==> config.mk <==
export PLATFORM = sky130hd
export DESIGN_NAME = wb_pipe_stage
export DESIGN_NICKNAME = d
export VERILOG_FILES = /design/src/rtl/wb_pipe_stage_pkg.sv /design/src/rtl/wb_pipe_stage_skid_slot.sv /design/src/rtl/wb_pipe_stage.sv
export SDC_FILE = /design/constraint.sdc
export NUM_CORES = 1
export LEC_CHECK = 0
export ABC_AREA = 0
export CORE_ASPECT_RATIO = 1.75
export CORE_MARGIN = 5
export CORE_UTILIZATION = 49
export DETAILED_ROUTE_END_ITERATION = 12
export PLACE_DENSITY = 0.77
export SYNTH_ARGS = -nofsm -noshare
export SYNTH_HDL_FRONTEND = slang
export SYNTH_SLANG_ARGS = --single-unit
==> constraint.sdc <==
create_clock -name clk -period 2 [get_ports clk]
set_input_delay 0.4 -clock clk [delete_from_list [all_inputs] [get_ports clk]]
set_output_delay 0.4 -clock clk [all_outputs]
set_load 0.02 [all_outputs]
==> src/rtl/wb_pipe_stage_pkg.sv <==
// Shared widths, payload field offsets and control-bit indices for the MEM->WB boundary.
package wb_pkg;

  localparam int WB_DATA_W    = 32;
  localparam int WB_REG_W     = 5;
  localparam int WB_NFIELDS   = 4;
  localparam int WB_PAYLOAD_W = WB_NFIELDS * WB_DATA_W;
  localparam int WB_CTRL_W    = 2;

  // Payload is {Instr, PCPlus4, ALUOut, ReadData}, lowest field first.
  localparam int RDATA_LSB  = 0;
  localparam int ALUOUT_LSB = 1 * WB_DATA_W;
  localparam int PC4_LSB    = 2 * WB_DATA_W;
  localparam int INSTR_LSB  = 3 * WB_DATA_W;

  localparam int MEMTOREG = 0;
  localparam int LINK     = 1;

  typedef enum logic [1:0] {
    F_RDATA  = 2'd0,
    F_ALUOUT = 2'd1,
    F_PC4    = 2'd2,
    F_INSTR  = 2'd3
  } field_e;

  function automatic logic [WB_DATA_W-1:0] get_field(input logic [WB_PAYLOAD_W-1:0] p,
                                                      input field_e f);
    return p[int'(f)*WB_DATA_W +: WB_DATA_W];
  endfunction

endpackage

==> src/rtl/wb_pipe_stage_skid_slot.sv <==
// One main+skid register pair with a registered ready and a synchronous flush.
module skid_slot #(
  parameter int W = 8
) (
  input  logic         clk,
  input  logic         rst,
  input  logic         flush,
  input  logic         up_valid,
  output logic         up_ready,
  input  logic         up_rw,
  input  logic [W-1:0] up_data,
  output logic         down_valid,
  input  logic         down_ready,
  output logic         down_rw,
  output logic [W-1:0] down_data
);

  logic         main_v, skid_v;
  logic         main_rw, skid_rw;
  logic [W-1:0] main_d, skid_d;
  logic         accept, adv;

  // Ready comes straight from the skid flag, so no combinational path runs upstream.
  assign up_ready   = !skid_v;
  assign accept     = up_valid && !skid_v;
  assign adv        = !main_v || down_ready;

  assign down_valid = main_v;
  assign down_rw    = main_rw;
  assign down_data  = main_d;

  always_ff @(posedge clk) begin
    if (rst) begin
      main_v  <= 1'b0;
      skid_v  <= 1'b0;
      main_rw <= 1'b0;
      skid_rw <= 1'b0;
      main_d  <= '0;
      skid_d  <= '0;
    end else if (flush) begin
      main_v  <= 1'b0;
      skid_v  <= 1'b0;
      main_rw <= 1'b0;
      skid_rw <= 1'b0;
    end else if (adv) begin
      // Skid holds the older entry, so it always wins the reload.
      if (skid_v) begin
        main_v  <= 1'b1;
        main_rw <= skid_rw;
        main_d  <= skid_d;
        skid_v  <= 1'b0;
        skid_rw <= 1'b0;
      end else begin
        main_v  <= accept;
        main_rw <= accept && up_rw;
        if (accept) main_d <= up_data;
      end
    end else if (accept) begin
      skid_v  <= 1'b1;
      skid_rw <= up_rw;
      skid_d  <= up_data;
    end
  end

endmodule

==> src/rtl/wb_pipe_stage.sv <==
// MEM->WB pipeline register: STAGES chained skid slots plus $zero masking,
// occupancy tracking and a saturating back-pressure stall counter.
module wb_pipe_stage
  import wb_pkg::*;
#(
  parameter int STAGES    = 1,
  parameter int PAYLOAD_W = WB_PAYLOAD_W,
  parameter int CTRL_W    = WB_CTRL_W,
  parameter int REG_W     = WB_REG_W,
  parameter int ZERO_MASK = 1,
  parameter int STALL_W   = 16
) (
  input  logic                             clk,
  input  logic                             rst,
  input  logic                             flush,
  input  logic                             in_valid,
  output logic                             in_ready,
  input  logic                             in_regwrite,
  input  logic [REG_W-1:0]                 in_wreg,
  input  logic [CTRL_W-1:0]                in_ctrl,
  input  logic [PAYLOAD_W-1:0]             in_payload,
  output logic                             out_valid,
  input  logic                             out_ready,
  output logic                             out_regwrite,
  output logic [REG_W-1:0]                 out_wreg,
  output logic [CTRL_W-1:0]                out_ctrl,
  output logic [PAYLOAD_W-1:0]             out_payload,
  output logic [$clog2(2*STAGES+1)-1:0]    occupancy,
  output logic [STALL_W-1:0]               stall_cnt
);

  localparam int W     = REG_W + CTRL_W + PAYLOAD_W;
  localparam int OCC_W = $clog2(2*STAGES+1);

  function automatic logic mask_rw(input logic rw, input logic [REG_W-1:0] wreg);
    return rw && !((ZERO_MASK != 0) && (wreg == '0));
  endfunction

  function automatic logic [STALL_W-1:0] sat_inc(input logic [STALL_W-1:0] c);
    return (&c) ? c : c + STALL_W'(1);
  endfunction

  // Index i is the boundary feeding slot i; index STAGES is the output.
  logic [STAGES:0]        vld;
  logic [STAGES:0]        rdy;
  logic [STAGES:0]        rw;
  logic [STAGES:0][W-1:0] dat;

  assign vld[0]      = in_valid;
  assign rw[0]       = mask_rw(in_regwrite, in_wreg);
  assign dat[0]      = {in_wreg, in_ctrl, in_payload};
  assign in_ready    = rdy[0];
  assign rdy[STAGES] = out_ready;

  for (genvar i = 0; i < STAGES; i++) begin : g_slot
    skid_slot #(.W(W)) u_slot (
      .clk        (clk),
      .rst        (rst),
      .flush      (flush),
      .up_valid   (vld[i]),
      .up_ready   (rdy[i]),
      .up_rw      (rw[i]),
      .up_data    (dat[i]),
      .down_valid (vld[i+1]),
      .down_ready (rdy[i+1]),
      .down_rw    (rw[i+1]),
      .down_data  (dat[i+1])
    );
  end

  assign out_valid    = vld[STAGES];
  assign out_regwrite = vld[STAGES] && rw[STAGES];
  assign {out_wreg, out_ctrl, out_payload} = dat[STAGES];

  logic             in_fire, out_fire;
  logic [OCC_W-1:0] occ_q;
  logic [STALL_W-1:0] stall_q;

  assign in_fire   = in_valid && in_ready;
  assign out_fire  = out_valid && out_ready;
  assign occupancy = occ_q;
  assign stall_cnt = stall_q;

  // Inter-slot moves conserve the total, so only the two ends change the count.
  always_ff @(posedge clk) begin
    if (rst || flush) occ_q <= '0;
    else              occ_q <= occ_q + OCC_W'(in_fire) - OCC_W'(out_fire);
  end

  always_ff @(posedge clk) begin
    if (rst)                          stall_q <= '0;
    else if (out_valid && !out_ready) stall_q <= sat_inc(stall_q);
  end

endmodule

==> flow_summary.yaml <==
worst_setup_path:
  start_kind: "flip-flop"
  criticalPathCategory: "reg2out"
  worstPathBufferInverterCount: 1
  worst-r2r-setup-slack_ps: 230
  critical_path.reg2reg.endpoint: "stall_cnt[3]"
  worstPathMaxFanout: 2
  cp.arrival_ps: 1570
  crit_required_ps: 1600
  timing.critical_path.slowest_stage_cell: "sky130_fd_sc_hd__clkdlybuf4s50_1"
  timing.rr.start: "stall_cnt[11]"
  cell_family_with_the_largest_share_of_critical_path_delay: "buffers and inverters"
  endpoint_type_of_the_worst_setup_path: "output pin"
  reg2regPathDepth: 5
  critical_path.cell_chain: "clkdlybuf4s50_1"
  critPathMaxStageDelay_ps: 650
drt:
  dr.pass1.iters: 5
  wire_per_inst_um: 16.9
  remaining_antenna_violation_count_after_routing: 0
  drt_wl_total_mm: 32.4
  detailedRoute.firstIterationViolations: 616
  routed-via-count: 10300
  vias_per_cell: 5.35
  drcViolationCount: 0
clock_network:
  insertion_delay_ps: 540
  clock_tree.htree_level_count: 1
  clk_pin_slew_worst_paths_ps: 60
  cts_tree: "done"
  clockRootBuffer: "sky130_fd_sc_hd__clkbuf_16"
  cts_max_path_buffers: 3
  cts-buffers-inserted: 26
  tritoncts_sinks: 292
  cts.hold.buffers_added: 0
floorplan:
  initial_core_util_pct: 49.8
  core_area_sq_um: 23300
  rows: 74
  die_w_um: 126
  ios: 297
  die_y_um: 214
  die_footprint_sq_um: 27000
worst_hold_path:
  hold_class: "in2reg"
  hold_end: "stall_cnt[2]"
  worst_hold_startpoint: "rst"
  worst_hold_path.num_cells: 2
synthesis:
  netlist-cell-type-count: 41
  synth.cell_area_sq_um: 11600
  synth_seq_area_share_pct: 50.3
  synth.top_cell.area_share_pct: 50.3
  synth.largest_area_cell: "sky130_fd_sc_hd__dfxtp_1"
  synth.ff_latch_count: 292
  synth-warning-count: 0
  most_frequent_cell_after_synthesis: "sky130_fd_sc_hd__dfxtp_1"
  yosys-top-cells-count: "sky130_fd_sc_hd__dfxtp_1 (292), sky130_fd_sc_hd__nand2_1 (277), sky130_fd_sc_hd__a21oi_1 (145), sky130_fd_sc_hd__nor2_1 (143), sky130_fd_sc_hd__a211oi_1 (136)"
  ys_dominant_reg_cell: "sky130_fd_sc_hd__dfxtp_1"
  mappedNetlistNets: 1468
  synthesis.area_per_instance_sq_um: 8.78
  number_of_enable_type_register_cells_in_the_synthesized_netlist: 0
  yosys-top-cells-area: "sky130_fd_sc_hd__dfxtp_1 (50%), sky130_fd_sc_hd__mux2i_1 (12%), sky130_fd_sc_hd__nand2_1 (8.9%)"
  synth_async_sr_flop_share_pct: 0
  syn-instance-count: 1324
global_route:
  wire_length_of_the_first_global_routing_pass_mm: 50.6
  first_global_vias: 9912
  grt_usage_pct: 22.7
  grt_overflow: 0
  antenna_found_initial: 3
  grt_start_max_net_pins: 79
sta:
  clock-skew-final_ps: 8.52
  fmax_mhz: 507
  layout_min_cycle_time_ps: 1970
  grt_setup_unrepaired: "false"
  postLayoutSetupSlackWorst_ps: 28.1
  hold_viol_final: 0
  least_margin_pin_slew_ps: 565
  final.hold.worst_slack_ps: 430
  setup_viol_count_final: 0
  slew_headroom_pct: 62.3
  finalCritPeriodShare_pct: 98.6
  final_slew_violations: 0
  final.setup.tns_ps: 0
placement:
  instance_area_at_placement_sq_um: 15100
  place.gp.congestion: 0.812
  buffer_ports.inserted: 296
  pre_cts_ws_ps: -149
  dp_hpwl_mm: 22.4
layout:
  fin_nets: 1738
  design_area_sq_um: 16000
  utilization_pct: 68.7
  multiInputGateArea_sq_um: 5280
  final.fill_count: 1902
  layout.area.seq_sq_um: 5850
  drive_above_1_share_pct: 6.58
  synthToLayoutAreaGrowth_pct: 37.9
power_and_ir_drop:
  vdd.ir_drop.worst_mv: 0.686
  power.static_leakage_nw: 5.43
  power.density_cell_area_nw_per_um2: 811
flow_run:
  max-cap-violations: 0
status:
  status: "finished, final reports clean"
area by class of cell:
class / count / share of cell area, %
Sequential cell: 292 / 36.5
Clock inverter: 7 / 0.711
Inverter: 5 / 0.117
Antenna cell: 4 / 0.0625
Tap cell: 304 / 2.37
Timing Repair Buffer: 352 / 22.5
Multi-Input combinational cell: 917 / 32.9
Clock buffer: 37 / 4.76
power by group:
part           switching, mW  total (mW)  internal [mW]
Sequential             0.133        6.16           6.03
Combinational          0.832        1.67          0.836
Clock                   2.13        5.16           3.03
Total                   3.09        13.0           9.89
cells by family after synthesis:
kind of cell               share of synthesized area, %
adders and majority gates                         0.323
xor gates and xnor gates                          0.151
buffers and inverters                              4.41
muxes                                              11.9
and+or+nand+nor                                    16.7
DFF                                                50.3
AOI/OAI and AO/OA                                  16.2
cells in the final DEF (no fill, tap or decap), drive strengths merged, types with 6 or more instances in the layout:
master / Yosys / layout
o21ai: 6 / 6
a211oi: 136 / 136
dlygate4sd2: 0 / 17
nand3: 6 / 6
nor2: 143 / 143
mux2i: 135 / 135
clkdlybuf4s50: 0 / 275
dfxtp: 292 / 292
nor3: 14 / 14
nand2: 277 / 277
a21oi: 145 / 145
buf: 57 / 56
clkbuf: 53 / 38
how the worst max path moves through the flow:
stage | from | endpoint | slack [ps] | cells after the start
6_report | g_slot[0].u_slot.down_data[119] | out_payload[119] | 30 | 1
5_1_grt | g_slot[0].u_slot.down_data[39] | out_payload[39] | 0.9 | 1
4_1_cts | g_slot[0].u_slot.down_data[119] | out_payload[119] | 5 | 1
3_5_place_dp | out_ready | g_slot[0].u_slot.down_data[64] | -150 | 8
3_3_place_gp | out_ready | g_slot[0].u_slot.down_data[132] | -80 | 8
2_1_floorplan | stall_cnt[0] | stall_cnt[2] | 200 | 6
stage by stage:
step | power, mW | cells
3_5_place_dp | 7.96 | 1870
5_1_grt | 13.5 | 1917
2_1_floorplan | 7.03 | 1324
6_report | 13.0 | 1918
4_1_cts | 13.1 | 1914
3_3_place_gp | 7.93 | 1870
registers in the layout, summed over array words and instances, names as in the netlist:
register	flops
g_slot.u_slot.skid_d	135
g_slot.u_slot.skid_rw	1
stall_cnt	16
g_slot.u_slot.down_rw	1
occupancy	2
g_slot.u_slot.skid_v	1
g_slot.u_slot.down_data	135
g_slot.u_slot.down_valid	1
repair_timing:
item,CTS,global route
setup buffers,0,0
endpoints found under the setup margin,17,3
endpoints found under the hold margin,0,0
resized for setup,17,3
per-layer routing:
layer	global-route usage, %	part of all wire, %	up-vias
met5	0	0	-
met4	10.6	4.0	0
met3	4.36	5.7	68
met2	41.5	53	278
met1	25.3	38	4765
li1	-	-	5141
Note: power is estimated with default switching activity, not from simulation.
==> RTL edit, RTL diff (same flow settings) <==
Change the package constant `WB_DATA_W` from 32 to 64.
--- a/src/rtl/wb_pipe_stage_pkg.sv
+++ b/src/rtl/wb_pipe_stage_pkg.sv
@@ -2,5 +2,5 @@
 package wb_pkg;
 
-  localparam int WB_DATA_W    = 32;
+  localparam int WB_DATA_W    = 64;
   localparam int WB_REG_W     = 5;
   localparam int WB_NFIELDS   = 4;
Interface: changed (resized in_payload and out_payload); port bits go from 297 to 553. The function was not compared with the original's and may differ.
==> RTL edit against the unedited design <==
Setup slack about the same. Wire length increased by 100%. Final area is 85% higher. Largest cell class unchanged. Area after synthesis rose by 86%. Total power rose by 93%. Combinational power increased by 90%. Highest routed layer unchanged. Hold slack lost 0.14 ns. Via count rose by 89%. Sequential cell count grew 256.
==> RTL edit: results (changes against the unedited design) <==
[synthesis]
synth_compound_area_share_pct = 16.1  ; was 16.2%
synth.avg_cell_area_um2 = 8.83  ; was 8.78 um2
yosysSeqAreaShare_pct = 50.8  ; was 50.3%
yosysUniqueCellTypes = 36  ; was 41
ys_top_cells_by_area = dfxtp_1, mux2i_1, nand2_1  ; unchanged
synthesis.nets = 2721  ; was 1,468
synth_xor_area_share_pct = 0.0810  ; was 0.151%
synth_mux_area_share_pct = 12.3  ; was 11.9%
yosys-top-cells-count = dfxtp_1, nand2_1, a21oi_1  ; unchanged

[grt]
grt_max_degree = 100  ; was 79
track_usage_pct = 25.4  ; was 22.7%
first_global_vias = 18800  ; was 9,912
gr-usage-met2_pct = 45.1  ; was 41.5%
grt_util_met1_pct = 28.0  ; was 25.3%
grt_pass1_wl_um = 101000  ; was 50,600 um

[detailed_routing]
viasPerCell = 5.47  ; was 5.35
wirelength_um = 65900  ; was 32,400 um
drt_iter0_drc = 1233  ; was 616
routed-wl-met2_um = 33500  ; was 17,000 um
route.met3.wl_um = 4620  ; was 1830 um

[sta]
min_period_over_period_pct = 98.6  ; about the same
timing.hold.ws_ns = 0.294  ; was 0.430 ns
slew_headroom_pct = 59.6  ; was 62.3%

[place]
dp.cells = 3440  ; was 1,870
io_buffers = 552  ; was 296
placed_area_um2 = 27800  ; was 15,100 um2
dp_worst_setup_slack_ns = -0.274  ; was -0.149 ns

[finish]
antenna_cells = 8  ; was 4
nets = 3197  ; was 1,738
nMultiInputCombCells = 1685  ; was 917
fillers = 3353  ; was 1,902
nClkBuffers = 66  ; was 37
seq_area_share_pct = 37.0  ; was 36.5%
fin_cells = 3540  ; was 1,918
clock_cell_area_share_pct = 6.00  ; was 5.47%

[clock_network]
cts_buffers = 49  ; was 26
clock_sinks = 548  ; was 292
cts.htree.levels = 2  ; was 1
clk_latency_ns = 0.56  ; was 0.54 ns

[worst_setup_path]
startpoint = g_slot[0].u_slot.down_data[258]$_SDFFE_PP0P_  ; was g_slot[0].u_slot.down_data[119]$_SDFFE_PP0P_
r2r_cells = 7  ; was 5
regToRegSetupSlack_ns = 0.17  ; was 0.23 ns

[worst_hold_path]
whs_endpoint = g_slot[0].u_slot.skid_d[106]$_SDFFE_PP0P_  ; was stall_cnt[2]$_SDFFE_PP0P_

[outcome]
outcome = finished, final reports clean  ; unchanged

[pwr]
power_leakage_nw = 10.4  ; was 5.43 nW
peakVddDrop_uv = 745  ; was 686 uV

[die]
fp.coreArea_um2 = 43600  ; was 23,300 um2

RTL edit: cell types whose count changed in the layout (fill, tap and decap cells not counted), moves of 24 or more:
cell / unedited run / this run
dlymetal6s2s_1: 3 / 33
nor2_1: 143 / 270
dfxtp_1: 291 / 546
a21oi_1: 145 / 276
nand2_1: 277 / 533
a211oi_1: 136 / 264
dlygate4sd2_1: 17 / 41
mux2i_1: 135 / 263
clkdlybuf4s50_1: 275 / 476
clkbuf_16: 27 / 52
RTL edit: what timing repair did:
| action | 4_1_cts | 5_1_grt |
|---|---|---|
| gates resized for setup | 42 | 37 |
| endpoints found under the setup margin | 42 | 36 |
| buffers inserted | 0 | 0 |
RTL edit: power breakdown:
part / switching [mW] / internal (mW)
logic: 1.63 / 1.53
clock network: 4.15 / 6.12
registers: 0.250 / 11.3
total: 6.03 / 19.0
